File: src/rtl/frame_strobe_gen.sv
// frame_strobe_gen: column-level configuration stage driving the FrameStrobe
// bus into the south terminal tile. Accepts frame-write requests over a
// valid/ready handshake and, for requests addressed to this column, emits a
// registered one-hot strobe for StrobeCycles cycles followed by GapCycles idle
// cycles so row-bus frame data settles before the next latch.
//
// Ports:
//   UserCLK      clock, rising edge
//   Reset        synchronous active-high reset
//   ReqValid     request present
//   ReqReady     request can be accepted this cycle (IDLE and not in reset)
//   ColAddr      target column of the request
//   FrameAddr    frame index within the column
//   FrameStrobe  registered one-hot strobe to the terminal tile
//   Busy         high while strobing or in the settle gap
//   AddrErr      sticky out-of-range frame index flag for this column
//   ErrClr       clears AddrErr (a new error in the same cycle wins)
//   StrobeCount  strobes issued since reset, only with FRAME_STROBE_COUNT_EN
//
// Optional feature macro: FRAME_STROBE_COUNT_EN.
module frame_strobe_gen #(
  parameter int unsigned MaxFramesPerCol  = 20,
  parameter int unsigned FrameSelectWidth = 5,
  parameter int unsigned ColSelectWidth   = 5,
  parameter int unsigned ColumnId         = 0,
  parameter int unsigned StrobeCycles     = 2,
  parameter int unsigned GapCycles        = 1
) (
  input  logic                        UserCLK,
  input  logic                        Reset,
  input  logic                        ReqValid,
  output logic                        ReqReady,
  input  logic [ColSelectWidth-1:0]   ColAddr,
  input  logic [FrameSelectWidth-1:0] FrameAddr,
  output logic [MaxFramesPerCol-1:0]  FrameStrobe,
  output logic                        Busy,
  output logic                        AddrErr,
  input  logic                        ErrClr
`ifdef FRAME_STROBE_COUNT_EN
  ,
  output logic [15:0]                 StrobeCount
`endif
);

  localparam int unsigned CntW = 4;
  localparam logic [CntW-1:0] StrobeLoad = CntW'(StrobeCycles - 1);
  localparam logic [CntW-1:0] GapLoad    = (GapCycles > 0) ? CntW'(GapCycles - 1) : '0;

  typedef enum logic [1:0] {
    IDLE   = 2'd0,
    STROBE = 2'd1,
    GAP    = 2'd2
  } state_t;

  state_t                     state_q, state_d;
  logic [CntW-1:0]            cnt_q, cnt_d;
  logic [MaxFramesPerCol-1:0] strobe_q, strobe_d;
  logic                       err_q, err_d;
  logic                       accept;
  logic                       col_hit;
  logic                       in_range;
`ifdef FRAME_STROBE_COUNT_EN
  logic [15:0]                count_q, count_d;
`endif

  // Ready depends only on registered state and reset, never on ReqValid.
  assign ReqReady = (state_q == IDLE) && !Reset;
  assign accept   = ReqValid && ReqReady;
  assign col_hit  = (32'(ColAddr) == 32'(ColumnId));
  // Full-width unsigned compare: FrameAddr can encode more than MaxFramesPerCol.
  assign in_range = (32'(FrameAddr) < 32'(MaxFramesPerCol));

  assign FrameStrobe = strobe_q;
  assign Busy        = (state_q != IDLE);
  assign AddrErr     = err_q;
`ifdef FRAME_STROBE_COUNT_EN
  assign StrobeCount = count_q;
`endif

  // State and output registers; reset overrides everything including mid-strobe.
  always_ff @(posedge UserCLK) begin
    if (Reset) begin
      state_q  <= IDLE;
      cnt_q    <= '0;
      strobe_q <= '0;
      err_q    <= 1'b0;
`ifdef FRAME_STROBE_COUNT_EN
      count_q  <= '0;
`endif
    end else begin
      state_q  <= state_d;
      cnt_q    <= cnt_d;
      strobe_q <= strobe_d;
      err_q    <= err_d;
`ifdef FRAME_STROBE_COUNT_EN
      count_q  <= count_d;
`endif
    end
  end

  // Next-state, strobe pattern, counters and sticky error.
  always_comb begin
    state_d  = state_q;
    cnt_d    = cnt_q;
    strobe_d = strobe_q;
    err_d    = err_q;
`ifdef FRAME_STROBE_COUNT_EN
    count_d  = count_q;
`endif

    unique case (state_q)
      IDLE: begin
        strobe_d = '0;
        if (accept && col_hit && in_range) begin
          strobe_d = MaxFramesPerCol'(1) << FrameAddr;
          cnt_d    = StrobeLoad;
          state_d  = STROBE;
`ifdef FRAME_STROBE_COUNT_EN
          count_d  = count_q + 16'd1;
`endif
        end
      end
      STROBE: begin
        if (cnt_q == '0) begin
          strobe_d = '0;
          if (GapCycles > 0) begin
            cnt_d   = GapLoad;
            state_d = GAP;
          end else begin
            state_d = IDLE;
          end
        end else begin
          cnt_d = cnt_q - CntW'(1);
        end
      end
      GAP: begin
        strobe_d = '0;
        if (cnt_q == '0) begin
          state_d = IDLE;
        end else begin
          cnt_d = cnt_q - CntW'(1);
        end
      end
      default: begin
        strobe_d = '0;
        cnt_d    = '0;
        state_d  = IDLE;
      end
    endcase

    // A new error outranks a clear in the same cycle.
    if (accept && col_hit && !in_range) begin
      err_d = 1'b1;
    end else if (ErrClr) begin
      err_d = 1'b0;
    end
  end

endmodule
File: config.mk
export PLATFORM = sky130hd
export DESIGN_NAME = frame_strobe_gen
export DESIGN_NICKNAME = d
export VERILOG_FILES = /design/src/rtl/frame_strobe_gen.sv
export SDC_FILE = /design/constraint.sdc
export NUM_CORES = 1
export LEC_CHECK = 0
export CAP_MARGIN = 20
export CORE_MARGIN = 2
export CORE_UTILIZATION = 44
export DETAILED_ROUTE_END_ITERATION = 8
export PLACE_DENSITY = 0.77
export SYNTH_ARGS = -nofsm -noshare
export SYNTH_HDL_FRONTEND = slang
export SYNTH_SLANG_ARGS = --single-unit
File: constraint.sdc
create_clock -name UserCLK -period 2.6 [get_ports UserCLK]
set_clock_uncertainty 0.15 [all_clocks]
set_input_delay 0.52 -clock UserCLK [delete_from_list [all_inputs] [get_ports UserCLK]]
set_output_delay 0.52 -clock UserCLK [all_outputs]
set_load 0.01 [all_outputs]
==> results of run 1 <==
## layout make-up
type	instances	area [um2]
clock buffer	3	22.5
inverter	6	22.5
timing repair buffer	44	420
tap	30	37.5
sequential	27	541
clock inverter	1	7.51
fill	222	865
multi-input combinational	69	539
## tightest hold or removal path, cell delays in order, from the launching register on
cell	delay (ns)
dfxtp_1	0.34
nand2_1	0.05
a21oi_1	0.05
## synthesized netlist by cell type (all sizes together) (2+ instances only)
master / count
clkbuf: 3
nand2: 6
a21oi: 3
o2bb2ai: 20
dfxtp: 27
nor2: 3
or4: 4
nand2b: 2
inv: 6
or2: 3
ha: 2
nor3b: 2
or4b: 2
or3: 4
o21a: 2
nor2b: 2
xnor2: 3
## cells by family (layout without fill, tap and decap cells)
logic type | after synthesis | count (layout) | share of synthesized area
flops | 27 | 27 | 0.483
xor+xnor | 3 | 3 | 0.0235
compound gates | 30 | 30 | 0.232
buf+inv | 10 | 54 | 0.0357
simple gates | 34 | 34 | 0.203
fa+ha+maj | 2 | 2 | 0.0223
## layout by cell type, fill, tap and decap left out, drive strengths merged, types with 3 or more instances in the layout
cell type,count
clkdlybuf4s50,36
dfxtp,27
o2bb2ai,20
buf,8
inv,6
nand2,6
or4,4
or3,4
or2,3
nor2,3
xnor2,3
a21oi,3
clkbuf,3
## metal layers
layer	vias up	global-route usage	part of all wire
li1	488	-	-
met1	454	0.229	0.44
met2	24	0.311	0.49
met3	5	0.0410	0.053
met4	0	0.0750	0.013
met5	-	0	0
## registers in the layout, summed over array words and instances (netlist names)
name and count:
cnt_q 4, state_q 2, FrameStrobe 20, AddrErr 1
## power by group
group	total, mW	internal, mW	switching [mW]
sequential	0.415	0.414	0.000347
clock	0.184	0.0589	0.125
combinational	0.0547	0.0329	0.0219
## final timing paths
kind / to / slack [ns] / cells past startpoint
worst max-delay path: ReqReady / 0.04 / 4
worst min-delay path: FrameStrobe[6]$_SDFFE_PP0P_ / 0.32 / 2
worst max register to register: cnt_q[1]$_SDFFE_PP0P_ / 0.27 / 6
worst min register to register: FrameStrobe[6]$_SDFFE_PP0P_ / 0.32 / 2
==> metrics, run 1 <==
Area Growth Syn to Fin=42.0%; synthesized cell area=0.00112 mm2; antenna violations before repair=0; worst endpoint data arrival time=1.89 ns; max-slew violations=0; syn avg cell area=10.6 um2; ys async rst share=0; post-DP HPWL=roughly 1900 um; crit path max fanout=3; CTS tree=built; die extent in x=54.5 um; post-CTS setup buffer count=0; Peak VDD IR=0.317 mV; Yosys Warn Count=0; Port Buffers=36; total power=653 uW; top post-synthesis cells by area=dfxtp_1 (48%), o2bb2ai_1 (16%), or4_1 (2.7%); kind of start point of the critical path=input port; worst path bufs/invs=3; leading area contributor after synthesis=dfxtp_1; largest net degree at the start of global routing=21; endpoints failing setup=0; vias per cell=roughly 5.4; Leak=0.546 nW; number of synthesized flops with an enable pin=0; CTS resizes=0; CP Data Required Time=1.93 ns; Final TNS setup=0 ns; row count=18; CP endpoint kind=output port; crit path max-delay cell type=clkdlybuf4s50_1; crit path cell chain=clkdlybuf4s50_1 -> or3_4 -> inv_1 -> clkdlybuf4s50_1; Hold Path Origin=FrameStrobe[6]$_SDFFE_PP0P_; Pwr Density=roughly 410 mW/mm2; maximum buffer depth of the clock tree=2; IO Count=37; CORE AREA=about 0.0025 mm2; CP max stage delay=0.53 ns; nets=approximately 170; Post-DP Area=0.00156 mm2; critical setup path kind=in2out; total gr overflow=0; Placer Congestion=0.750; non-filler cells, final=180; Chip Height=~54 um; critical path's top delay family=buffers and inverters; status=complete, no violations; number of global-route vias before repair=871; Initial Util=0.456; Clk Latency, worst-skew pair=around 0.33 ns; global-route wire length before repair=around 3900 um; total CTS buffers=3; RSZ-0062 raised after global routing=no; Final Hold Viols=0; #FFs+latches synth=27; Post-Syn Nets=122; top-area cell type share of the netlist area=0.483; Max Fclk=0.391 GHz; ant diodes=0; Seq/Total Area, Yosys=0.483; Final min period=2.56 ns; final worst setup slack=0.0397 ns; WL/cell=14.1 um; final wirelength=between 2000 and 3000 um; placed instance count=176; DRC=0; hold crit path type=reg2reg; Post-CTS Hold Fix Bufs=0; vias=971; DP Worst Slack=-0.184 ns; Least-Margin Pin Slew=0.635 ns; Iter 0 DRT Violations=9; Unique masters post-synth=32; slew margin rel.=0.566; Cells after Synth=roughly 110; Final ANT Viol Nets=0; proportion of layout cells with a drive suffix above 1=0.133; Max Cap Violations=0; final core occ=0.648; CTS H-tree depth=1; top_reg_cell synth=dfxtp_1; worst hold slack=0.321 ns; First-pass DRT Iterations=4; r2r startpoint=cnt_q[0]$_SDFFE_PP0P_; Worst Setup SP=Reset; die area=roughly 0.0030 mm2; Final period util=0.985; CTS Sinks=27; Total GRT Usage=0.186; root buffer cell=clkbuf_4; CP dominant cell by count=clkdlybuf4s50_1; Clk pin slew, worst setup/hold paths=0.14 ns; post-route design area=0.00159 mm2
No activity file was read; power rests on OpenSTA's default activity.
==> run 2, diff against run 1 <==
==> constraint.sdc (replaced) <==
create_clock -name UserCLK -period 2.9 [get_ports UserCLK]
set_clock_uncertainty 0.15 [all_clocks]
set_input_delay 0.58 -clock UserCLK [delete_from_list [all_inputs] [get_ports UserCLK]]
set_output_delay 0.58 -clock UserCLK [all_outputs]
set_load 0.01 [all_outputs]
==> metrics, run 2 (synthesis results as in run 1) <==
status=complete, no violations; Endpoint, Worst Hold=FrameStrobe[8]$_SDFFE_PP0P_; DRC=0; Pwr Density=roughly 380 mW/mm2; Worst Setup SP=Reset; CP Data Required Time=2.17 ns; post-DP HPWL=1860 um; die area=0.00296 mm2; fillcell total=approximately 210; hold path depth=1; CTS H-tree depth=1; Max Fclk=0.373 GHz; Peak VDD IR=0.229 mV; proportion of layout cells with a drive suffix above 1=0.103; Final Hold Viols=0; Max Cap Violations=0; maximum buffer depth of the clock tree=2; IO Count=37; total gr overflow=0; WL/cell=14.3 um; ant diodes=0; RSZ-0062 raised after global routing=no; Port Buffers=36; CTS resizes=0; final wirelength=2510 um; Final TNS setup=0 ns; kind of start point of the critical path=input port; post-CTS setup buffer count=0; die extent in x=around 54 um; row count=18; Final ANT Viol Nets=0; Area Growth Syn to Fin=38.7%; First-pass DRT Iterations=4; total CTS buffers=3; Leak=0.522 nW; r2r startpoint=cnt_q[0]$_SDFFE_PP0P_; Post-DP Area=0.00152 mm2; worst endpoint data arrival time=just under 2 ns; Final period util=0.925; DP Worst Slack=roughly 0.061 ns; Iter 0 DRT Violations=19; R2R depth=5; Initial Util=0.456; global-route wire length before repair=3940 um; nets=162; root buffer cell=clkbuf_4; post-route design area=0.00155 mm2; max FFs per register=20; critical setup path kind=in2out; CTS Sinks=27; vias per cell=5.51; antenna violations before repair=0; CORE AREA=0.00245 mm2; Placer Congestion=0.736; Chip Height=54.5 um; Hold Path Origin=FrameStrobe[8]$_SDFFE_PP0P_; hold crit path type=reg2reg; commonest non-fill, non-tap cell in the layout=clkdlybuf4s50_1; slew margin rel.=0.441; vias=964; Total GRT Usage=0.186; Post-CTS Hold Fix Bufs=0; Least-Margin Pin Slew=~0.82 ns; crit path max fanout=3; CP endpoint kind=output port; endpoints failing setup=0; largest net degree at the start of global routing=21; Clk pin slew, worst setup/hold paths=0.15 ns; CTS tree=built; Clk Latency, worst-skew pair=between 0.3 and 0.4 ns; Final min period=between 2 and 3 ns; max-slew violations=0; final worst setup slack=between 0.2 and 0.25 ns; reg2reg end=cnt_q[2]$_SDFFE_PP0P_; flop2flop setup slack=just over 0.5 ns; commonest non-fill, non-tap cells in the layout=clkdlybuf4s50_1 (36), dfxtp_1 (27), o2bb2ai_1 (20), inv_1 (6), nand2_1 (6); number of global-route vias before repair=920
[run 2: worst max-delay path by stage]
stage | endpoint | slack (ns)
6_report | ReqReady | 0.22
5_1_grt | ReqReady | 0.16
4_1_cts | ReqReady | 0.20
3_5_place_dp | FrameStrobe[19]$_SDFFE_PP0P_ | 0.06
3_3_place_gp | FrameStrobe[19]$_SDFFE_PP0P_ | 0.06
2_1_floorplan | FrameStrobe[19]$_SDFFE_PP0P_ | 0.47
[run 2: area by class of cell]
type,count,area (um2),area share
Inverter,6,22.5,0.0145
Multi-Input combinational cell,69,539,0.347
Clock buffer,3,22.5,0.0145
Timing Repair Buffer,39,383,0.247
Sequential cell,27,541,0.348
Tap cell,30,37.5,0.0242
Clock inverter,1,7.51,0.00483
[run 2: stage by stage]
| stage | total power, mW | cells | util | hold slack, ns |
|---|---|---|---|---|
| after floorplan | 0.394 | 106 | - | 0.305 |
| after global placement | 0.422 | 171 | 0.620 | 0.299 |
| after detailed placement | 0.423 | 171 | 0.620 | 0.297 |
| after CTS | 0.593 | 175 | 0.633 | 0.334 |
| after global routing | 0.606 | 175 | 0.633 | 0.348 |
| final | 0.584 | 175 | 0.633 | 0.330 |
[run 2: worst max-delay path, cell delays in order]
cell	delay (ns)
clkdlybuf4s50_1	0.43
or3_4	0.36
inv_1	0.06
clkdlybuf4s50_1	0.52
[run 2: report_power, final]
group | switching [mW] | internal [mW]
logic | 0.0182 | 0.0250
clock network | 0.116 | 0.0528
registers | 0.000319 | 0.372
[run 2: routing by layer]
layer,up-vias,GRT usage,part of all wire
met3,4,0.0328,0.045
li1,479,-,-
met1,458,0.234,0.47
met2,23,0.301,0.47
met4,0,0.100,0.015
met5,-,0,0
==> run 3, diff against run 2 <==
--- a/config.mk
+++ b/config.mk
@@ -8,6 +8,7 @@
 export CAP_MARGIN = 20
 export CORE_MARGIN = 2
 export CORE_UTILIZATION = 44
+export CTS_CLUSTER_SIZE = 10
 export DETAILED_ROUTE_END_ITERATION = 8
 export PLACE_DENSITY = 0.77
 export SYNTH_ARGS = -nofsm -noshare
==> results of run 3 <==
No change in the layout: final DEF, timing and power equal those of run 2.
